File: config.mk
export PLATFORM = sky130hd
export DESIGN_NAME = lvds_tx_packer
export DESIGN_NICKNAME = d
export VERILOG_FILES = /design/src/rtl/lvds_pkg.sv /design/src/rtl/lvds_word_map.sv /design/src/rtl/lvds_tx_packer.sv
export SDC_FILE = /design/constraint.sdc
export NUM_CORES = 1
export LEC_CHECK = 0
export CORE_MARGIN = 2
export CORE_UTILIZATION = 43
export DETAILED_ROUTE_END_ITERATION = 6
export HOLD_SLACK_MARGIN = 0.08
export PLACE_DENSITY = 0.71
export SYNTH_ARGS = -nofsm -noshare
export SYNTH_HDL_FRONTEND = slang
export SYNTH_HIERARCHICAL = 1
export SYNTH_SLANG_ARGS = --single-unit
File: constraint.sdc
create_clock -name clk -period 2.5 [get_ports clk]
set_input_delay 0.375 -clock clk [delete_from_list [all_inputs] [get_ports clk]]
set_output_delay 0.375 -clock clk [all_outputs]
set_load 0.01 [all_outputs]
File: src/rtl/lvds_pkg.sv
// Shared constants and lane-word composition for the LVDS transmit packer.
package lvds_pkg;

  localparam int unsigned SLOTS = 7;
  localparam logic [6:0] CLK_PATTERN_DEF = 7'b1100011;

  typedef enum logic {
    MAP_VESA  = 1'b0,
    MAP_JEIDA = 1'b1
  } map_e;

  // Colours arrive zero-extended to 8 bits; for 18-bit use, only [5:0] matter.
  // JEIDA moves the six MSBs onto lanes 0..2 and the two LSBs onto lane 3.
  function automatic logic [6:0] lane_word(
    input int unsigned ch,
    input logic        hs,
    input logic        vs,
    input logic        de,
    input logic [7:0]  r,
    input logic [7:0]  g,
    input logic [7:0]  b,
    input logic        jeida
  );
    logic [5:0] rr, gg, bb;
    logic [6:0] w;
    rr = jeida ? r[7:2] : r[5:0];
    gg = jeida ? g[7:2] : g[5:0];
    bb = jeida ? b[7:2] : b[5:0];
    case (ch)
      0:       w = {rr[0], rr[1], rr[2], rr[3], rr[4], rr[5], gg[0]};
      1:       w = {gg[1], gg[2], gg[3], gg[4], gg[5], bb[0], bb[1]};
      2:       w = {bb[2], bb[3], bb[4], bb[5], hs, vs, de};
      default: w = jeida ? {r[0], r[1], g[0], g[1], b[0], b[1], 1'b0}
                         : {r[6], r[7], g[6], g[7], b[6], b[7], 1'b0};
    endcase
    return w;
  endfunction

endpackage

File: src/rtl/lvds_word_map.sv
// Combinational mapping of one pixel word onto CHANNELS 7-bit lane words.
module lvds_word_map
  import lvds_pkg::*;
#(
  parameter int CHANNELS   = 3,
  parameter int COLOR_BITS = 6,
  parameter int MAPPING    = 0
) (
  input  logic                     hs_i,
  input  logic                     vs_i,
  input  logic                     de_i,
  input  logic [COLOR_BITS-1:0]    r_i,
  input  logic [COLOR_BITS-1:0]    g_i,
  input  logic [COLOR_BITS-1:0]    b_i,
  output logic [CHANNELS-1:0][6:0] lanes_o
);

  localparam logic JEIDA = (COLOR_BITS == 8) && (MAPPING == int'(MAP_JEIDA));

  logic [7:0] r8, g8, b8;

  assign r8 = 8'(r_i);
  assign g8 = 8'(g_i);
  assign b8 = 8'(b_i);

  for (genvar i = 0; i < CHANNELS; i++) begin : g_lane
    assign lanes_o[i] = lane_word(i, hs_i, vs_i, de_i, r8, g8, b8, JEIDA);
  end

endmodule

File: src/rtl/lvds_tx_packer.sv
// LVDS transmit packer: 2-entry pixel buffer, 7-slot serialiser per lane and
// forwarded-clock lane, blanking insertion on underflow.
module lvds_tx_packer
  import lvds_pkg::*;
#(
  parameter int         CHANNELS    = 3,
  parameter int         COLOR_BITS  = 6,
  parameter int         MAPPING     = 0,
  parameter logic [6:0] CLK_PATTERN = CLK_PATTERN_DEF,
  parameter int         CNT_W       = 16
) (
  input  logic                  clk,
  input  logic                  rst,
  input  logic                  enable,
  input  logic                  in_valid,
  output logic                  in_ready,
  input  logic                  in_hsync,
  input  logic                  in_vsync,
  input  logic                  in_de,
  input  logic [COLOR_BITS-1:0] in_red,
  input  logic [COLOR_BITS-1:0] in_green,
  input  logic [COLOR_BITS-1:0] in_blue,
  output logic [CHANNELS-1:0]   out_data,
  output logic                  out_clk,
  output logic                  word_start,
  output logic                  underflow,
  output logic [CNT_W-1:0]      underflow_count
);

  if (!(((COLOR_BITS == 6) && (CHANNELS == 3)) ||
        ((COLOR_BITS == 8) && (CHANNELS == 4))) ||
      (MAPPING < 0) || (MAPPING > 1) || (CNT_W < 1)) begin : g_bad_params
    $error("lvds_tx_packer: illegal CHANNELS/COLOR_BITS/MAPPING/CNT_W combination");
  end

  localparam int          CB        = COLOR_BITS;
  localparam int          PW        = 3 + 3 * CB;
  localparam logic [2:0]  LAST_SLOT = 3'(SLOTS - 1);

  logic [PW-1:0]              buf_q [2];
  logic                       wr_ptr_q, rd_ptr_q;
  logic [1:0]                 count_q;
  logic [2:0]                 slot_q;
  logic [CHANNELS-1:0][6:0]   sh_q;
  logic [6:0]                 clk_sh_q;
  logic                       word_start_q, underflow_q;
  logic [CNT_W-1:0]           uf_cnt_q;
  logic                       last_hs_q, last_vs_q;

  logic                       load, empty, push, pop;
  logic [PW-1:0]              head;
  logic                       map_hs, map_vs, map_de;
  logic [CB-1:0]              map_r, map_g, map_b;
  logic [CHANNELS-1:0][6:0]   lanes;

  assign load     = (slot_q == LAST_SLOT);
  assign empty    = (count_q == 2'd0);
  assign in_ready = (count_q < 2'd2);
  assign push     = in_valid && in_ready;
  assign pop      = load && enable && !empty;
  assign head     = buf_q[rd_ptr_q];

  // An empty buffer substitutes a blanking word that repeats the last sync state.
  always_comb begin
    map_hs = empty ? last_hs_q : head[PW-1];
    map_vs = empty ? last_vs_q : head[PW-2];
    map_de = empty ? 1'b0      : head[PW-3];
    map_r  = empty ? '0        : head[3*CB-1:2*CB];
    map_g  = empty ? '0        : head[2*CB-1:CB];
    map_b  = empty ? '0        : head[CB-1:0];
  end

  lvds_word_map #(
    .CHANNELS   (CHANNELS),
    .COLOR_BITS (COLOR_BITS),
    .MAPPING    (MAPPING)
  ) u_map (
    .hs_i    (map_hs),
    .vs_i    (map_vs),
    .de_i    (map_de),
    .r_i     (map_r),
    .g_i     (map_g),
    .b_i     (map_b),
    .lanes_o (lanes)
  );

  always_ff @(posedge clk) begin
    if (push) begin
      buf_q[wr_ptr_q] <= {in_hsync, in_vsync, in_de, in_red, in_green, in_blue};
    end
  end

  always_ff @(posedge clk or negedge rst) begin
    if (!rst) begin
      wr_ptr_q     <= 1'b0;
      rd_ptr_q     <= 1'b0;
      count_q      <= 2'd0;
      slot_q       <= LAST_SLOT;
      sh_q         <= '0;
      clk_sh_q     <= '0;
      word_start_q <= 1'b0;
      underflow_q  <= 1'b0;
      uf_cnt_q     <= '0;
      last_hs_q    <= 1'b0;
      last_vs_q    <= 1'b0;
    end else begin
      slot_q       <= load ? 3'd0 : slot_q + 3'd1;
      word_start_q <= load;
      underflow_q  <= load && enable && empty;
      if (push) begin
        wr_ptr_q <= ~wr_ptr_q;
      end
      if (pop) begin
        rd_ptr_q <= ~rd_ptr_q;
      end
      count_q <= count_q + {1'b0, push} - {1'b0, pop};

      if (load) begin
        if (!enable) begin
          sh_q     <= '0;
          clk_sh_q <= '0;
        end else begin
          sh_q     <= lanes;
          clk_sh_q <= CLK_PATTERN;
          if (empty) begin
            if (uf_cnt_q != '1) begin
              uf_cnt_q <= uf_cnt_q + 1'b1;
            end
          end else begin
            last_hs_q <= head[PW-1];
            last_vs_q <= head[PW-2];
          end
        end
      end else begin
        for (int unsigned i = 0; i < CHANNELS; i++) begin
          sh_q[i] <= {sh_q[i][5:0], 1'b0};
        end
        clk_sh_q <= {clk_sh_q[5:0], 1'b0};
      end
    end
  end

  always_comb begin
    out_data = '0;
    for (int unsigned i = 0; i < CHANNELS; i++) begin
      out_data[i] = sh_q[i][6];
    end
  end

  assign out_clk         = clk_sh_q[6];
  assign word_start      = word_start_q;
  assign underflow       = underflow_q;
  assign underflow_count = uf_cnt_q;

endmodule

==> results.cfg, run 1 <==
[pwr]
total_power_mw = 3.93
powerDensity_mw_per_mm2 = 856
p_leak_nw = 2.01
ir_worst_vdd_v = 0.000453

[worst_setup_path]
setup.worst_path.end_class = flip-flop
arrival_ns = 2.24
ff2ff_path_depth = 8
r2r_slack_ns = 0.53
setup.worst_path.end = count_q[1]$_DFF_PN0_
reg2reg_from = slot_q[2]$_DFF_PN1_
startpoint_type = flip-flop
path_max_fanout = 6
rr_endpoint = count_q[1]$_DFF_PN0_
crit_type = flip-flop to flip-flop
crit_required_ns = 2.77
cp-startpoint = slot_q[2]$_DFF_PN1_

[clock_tree]
cts_made_buffers = 9
cts_buffer_depth = 2
cts-root-buf = clkbuf_8
tritoncts = done
ctsHoldBuffers = 1
clock-sinks = 97
clkTransAtPathRegs_ns = 0.09
cts_setup_buffers = 0
ctsResizeCount = 0
htree_levels = 3
clkLatencyLatePin_ns = 0.35

[sta]
finClkSkew_ns = 0.0118
tightest_slew_ns = 0.453
drv_slew = 0
max_freq_mhz = 507
slew_headroom = 0.696
hold_viol = 0
fin_crit_ns = 1.97
setup-tns-final_ns = 0
worst_slack_ns = 0.529
setup_viol = 0
period_share = 0.788
rsz0062_at_grt = no

[global_routing]
grt_pass1_wl_um = 10400
grt-ovfl-total = 0
track_usage = 0.133
grt_max_degree = 26
antenna_found_initial = 0
grt_pass1_vias = 2224

[yosys]
synth_most_common_cell = dfrtp_1
synth_ff_type = dfrtp_1
yosysTopAreaCell = dfrtp_1
synth_cells = 285
ys_seq_area_frac = 0.666
syn-cell-area_mm2 = 0.00396
syn-num-nets = 313
synth_common_cells = 53 x dfrtp_1, 42 x edfxtp_1, 26 x buf_4, 26 x nor2_1, 22 x mux2i_1
synth_cell_types = 37
synth-edff-count = 42
synth_top_area_frac = 0.335
yosysWarningCount = 6
synthTopCellsByArea = dfrtp_1 33%, edfxtp_1 32%, mux2i_1 5.6%
async_flop_share = 0.567
ys_seq_elements = 97
avgSynthCellArea_um2 = 13.9

[final_layout]
drive_above_1_share = 0.118
fillers = 800
fin_nets = 346
areaGrowthSynthToFinish_pct = 16.0
fin_util = 0.505
antennaDiodeCount = 0

[die]
ioPinCount = 48
coreArea_mm2 = 0.00911
start_util = 0.435
die_w_um = 100
dieHeight_um = 100
die_area_mm2 = 0.0100
std_cell_rows = 35

[route]
ant_nets = 0
num_vias = 2187
drcViolationCount = 0
drtIter0Drc = 72
vias_per_cell = 5.04
drt-wirelength-per-cell_um = 14.0
totalWireLength_um = 6060
first_pass_iters = 4

[placement]
io_buffers = 47
place_ws_ns = 0.289
gp_congestion = 0.755
place_hpwl_um = 4050

[hold_path]
hold_class = input port to asynchronous set/reset pin

[status]
status = completed

[job]
cap_violations = 0
-- per-stage QoR --
stage / hold slack (ns) / std cells / cell area (µm²)
CTS: 0.416 / 434 / 4600
finish: 0.417 / 434 / 4600
floorplan: 0.0794 / 285 / 3960
global placement: 0.250 / 417 / 4400
global route: 0.419 / 434 / 4600
detailed placement: 0.255 / 417 / 4400
-- area by class of cell --
class	instances	area, µm²	share of cell area
Timing Repair Buffer	57	543	0.118
Tap cell	111	139	0.0302
Sequential cell	97	2640	0.574
Multi-Input combinational cell	148	1070	0.233
Clock inverter	7	61.3	0.0133
Clock buffer	9	124	0.0269
Inverter	5	18.8	0.00408
-- layer usage --
layer | vias to the layer above | share of wire | track usage
met2 | 46 | 0.49 | 0.224
met4 | 0 | 0.015 | 0.0474
met1 | 1080 | 0.47 | 0.173
li1 | 1053 | - | -
met3 | 8 | 0.032 | 0.0279
met5 | - | 0 | 0
-- power breakdown --
part / leakage, nW / total [mW] / switching [mW] / internal, mW
logic: 0.819 / 0.903 / 0.471 / 0.432
registers: 1.10 / 2.11 / 0.122 / 1.98
clock network: 0.0953 / 0.926 / 0.545 / 0.381
total: 2.01 / 3.93 / 1.14 / 2.80
-- sequential cells by signal (all words and copies together), names as in the netlist --
signal / count
slot_q: 3
underflow_count: 16
clk_sh_q: 7
last_hs_q: 1
rd_ptr_q: 1
underflow: 1
count_q: 2
sh_q: 18
buf_q: 42
word_start: 1
out_data: 3
last_vs_q: 1
wr_ptr_q: 1
-- how the worst min path moves through the flow --
| stage | from | endpoint |
|---|---|---|
| after floorplan | rst | clk_sh_q[0]$_DFF_PN0_ |
| after global placement | rst | underflow_count[1]$_DFFE_PN0P_ |
| after detailed placement | rst | underflow_count[1]$_DFFE_PN0P_ |
| after CTS | rst | underflow_count[1]$_DFFE_PN0P_ |
| after global routing | rst | underflow_count[0]$_DFFE_PN0P_ |
| final | rst | underflow_count[1]$_DFFE_PN0P_ |
-- logic make-up after synthesis --
logic type / after synthesis / synth area share
DFF: 97 / 0.666
and+or+nand+nor: 76 / 0.104
buffers and inverters: 40 / 0.0638
AOI/OAI and AO/OA: 26 / 0.0518
muxes: 24 / 0.0622
xor gates and xnor gates: 19 / 0.0420
adders and majority gates: 3 / 0.00948
-- placed cells by master (no fill, tap or decap), types with 6 or more instances in the layout --
| master | instances |
|---|---|
| xor2_1 | 14 |
| and2_1 | 6 |
| buf_4 | 9 |
| dfrtp_1 | 53 |
| nand2_1 | 10 |
| clkdlybuf4s50_1 | 46 |
| clkbuf_8 | 9 |
| a22o_1 | 18 |
| mux2i_1 | 22 |
| nor2_1 | 25 |
| edfxtp_1 | 42 |
| nor3_1 | 7 |
-- critical path: stages, from the launching register on --
cell	delay (ns)
dfstp_2	0.58
and4b_1	0.35
nand2_1	0.19
inv_1	0.09
ha_1	0.22
inv_1	0.05
ha_1	0.15
xnor2_1	0.13
xnor2_1	0.14
Power figures use the tool's default switching activity.
==> run 2, diff against run 1 <==
Settings changed: PLACE_DENSITY 0.71 to 0.74.
Clock period 2.5 ns to 1.6 ns, I/O delays scaled along.
==> results.cfg, run 2 (synthesis results as in run 1) <==
[status]
status = finished, violations left
violations = negative setup slack

[sta]
setup_viol = 13
drv_slew = 0
max_freq_mhz = 594
finClkSkew_ns = 0.0145
fin_crit_ns = 1.68
hold_slack_ns = 0.394
rsz0062_at_grt = yes
worst_slack_ns = -0.0835
hold_viol = 0
tightest_slew_ns = 0.589
slew_headroom = 0.606
period_share = 1.05
setup-tns-final_ns = -0.503

[worst_setup_path]
path_buf_inv = 1
arrival_ns = 1.93
crit_family = simple AND/OR/NAND/NOR gates
cp-startpoint = underflow_count[0]$_DFFE_PN0P_
cpPeakStageDelay_ns = 0.38
slowest_stage = dfrtp_1
crit_required_ns = 1.84
reg2reg_from = underflow_count[0]$_DFFE_PN0P_
setup.worst_path.end_class = flip-flop
path_max_fanout = 4
startpoint_type = flip-flop
worstPathCellList = ha_2 -> nand3_4 -> nor4_4 -> buf_4 -> nor2_2 -> mux2_4
crit_type = flip-flop to flip-flop

[die]
start_util = 0.435
ioPinCount = 48
coreArea_mm2 = 0.00911
std_cell_rows = 35
dieHeight_um = 100
die_w_um = 100
die_area_mm2 = 0.0100

[route]
vias_per_cell = 5.09
drt-wirelength-per-cell_um = 15.3
num_vias = 2414
totalWireLength_um = 7260
drtIter0Drc = 94
ant_nets = 0
drcViolationCount = 0
first_pass_iters = 4

[final_layout]
final_common_cell = dfrtp_1
final_area_mm2 = 0.00513
fillers = 751
antennaDiodeCount = 0
areaGrowthSynthToFinish_pct = 29.4
layout_common_cells = 53 x dfrtp_1, 45 x buf_4, 42 x edfxtp_1
fin_util = 0.563
fin_nets = 386
drive_above_1_share = 0.281
top_register = buf_q
largest_register_ffs = 42
final_cells = 474

[pwr]
total_power_mw = 6.47
clockPowerShare = 0.229
powerDensity_mw_per_mm2 = 1260
p_leak_nw = 2.34
ir_worst_vdd_v = 0.000652
p_seq_frac = 0.508
internal-power_mw = 4.57
pwr-share-comb = 0.263
swShare = 0.293
p_switching_mw = 1.89

[global_routing]
antenna_found_initial = 0
track_usage = 0.153
grt_pass1_wl_um = 11700
grt_pass1_vias = 2416
grt_max_degree = 56
grt-ovfl-total = 0

[placement]
post_dp_cell_area_mm2 = 0.00470
io_buffers = 47
gp_congestion = 0.845
dp_cells = 446
place_ws_ns = -0.285
place_hpwl_um = 4470

[job]
cap_violations = 0

[clock_tree]
clkLatencyLatePin_ns = 0.36
htree_levels = 3
cts-root-buf = clkbuf_8
tritoncts = done
cts_made_buffers = 9
cts_buffer_depth = 2
clock-sinks = 97
clkTransAtPathRegs_ns = 0.10

[hold_path]
hold_class = input port to asynchronous set/reset pin
==> run 2: cell count changes in the layout (fill, tap and decap cells not counted), sizes merged <==
cell	change
buf	+40
clkdlybuf4s50	-15
dlygate4sd2	+15
clkbuf	+2
clkinv	-2
clkinvlp	+1
inv	-1
==> run 2: timing repair <==
action / CTS / global route
setup buffers: 3 / 8
endpoints found under the setup margin: 27 / 17
hold endpoints to repair: 53 / 0
pin swaps: 0 / 11
gates cloned: 0 / 0
hold buffers: 1 / 0
gates resized for setup: 22 / 22
==> run 2: layout make-up <==
| class | instances | area (µm²) | share of cell area |
|---|---|---|---|
| inverters | 5 | 21.3 | 0.00415 |
| repair buffers | 97 | 875 | 0.171 |
| clock inverters | 5 | 38.8 | 0.00756 |
| multi-input cells | 148 | 1270 | 0.248 |
| clock buffers | 11 | 141 | 0.0276 |
| well taps | 111 | 139 | 0.0271 |
| flip-flops and latches | 97 | 2640 | 0.515 |
==> run 2: worst reg2reg max path, cell delays in order, from the launching register on <==
cell	delay [ns]
dfrtp_1	0.38
ha_2	0.22
nand3_4	0.10
nor4_4	0.31
buf_4	0.20
nor2_2	0.06
mux2_4	0.29
==> run 2: worst paths after layout <==
kind / slack (ns) / depth (start not counted) / end
min in group clk: 0.45 / 1 / buf_q[0][6]$_DFFE_PP_
worst min-delay path: 0.39 / 3 / underflow_count[11]$_DFFE_PN0P_
worst min register to register: 0.45 / 1 / clk_sh_q[1]$_DFF_PN0_
worst max-delay path: -0.08 / 6 / underflow_count[1]$_DFFE_PN0P_
max in group asynchronous: 0.90 / 3 / slot_q[1]$_DFF_PN1_
worst max register to register: -0.08 / 6 / underflow_count[1]$_DFFE_PN0P_
==> run 2: power by group through the flow <==
stage          Combinational [mW]  Sequential (mW)  Clock, mW
2_1_floorplan                1.41             3.32          0
3_3_place_gp                 1.62             3.31          0
3_5_place_dp                 1.68             3.33          0
4_1_cts                      1.67             3.28       1.51
5_1_grt                      1.90             3.33       1.62
6_report                     1.70             3.28       1.48
==> run 2: routing by layer <==
metal  wire length, µm  GRT usage  part of all wire  vias up
met5                 0          0                 0        -
met4               197     0.0801             0.027        0
met3               277     0.0348             0.038       16
met2              3700      0.247              0.51       63
met1              3090      0.193              0.42     1201
li1                  -          -                 -     1134
==> run 3, diff against run 2 <==
Settings changed: ABC_AREA set to 0.
==> results of run 3 <==
Same layout as run 2: the final DEF is identical, and so are final timing and power.
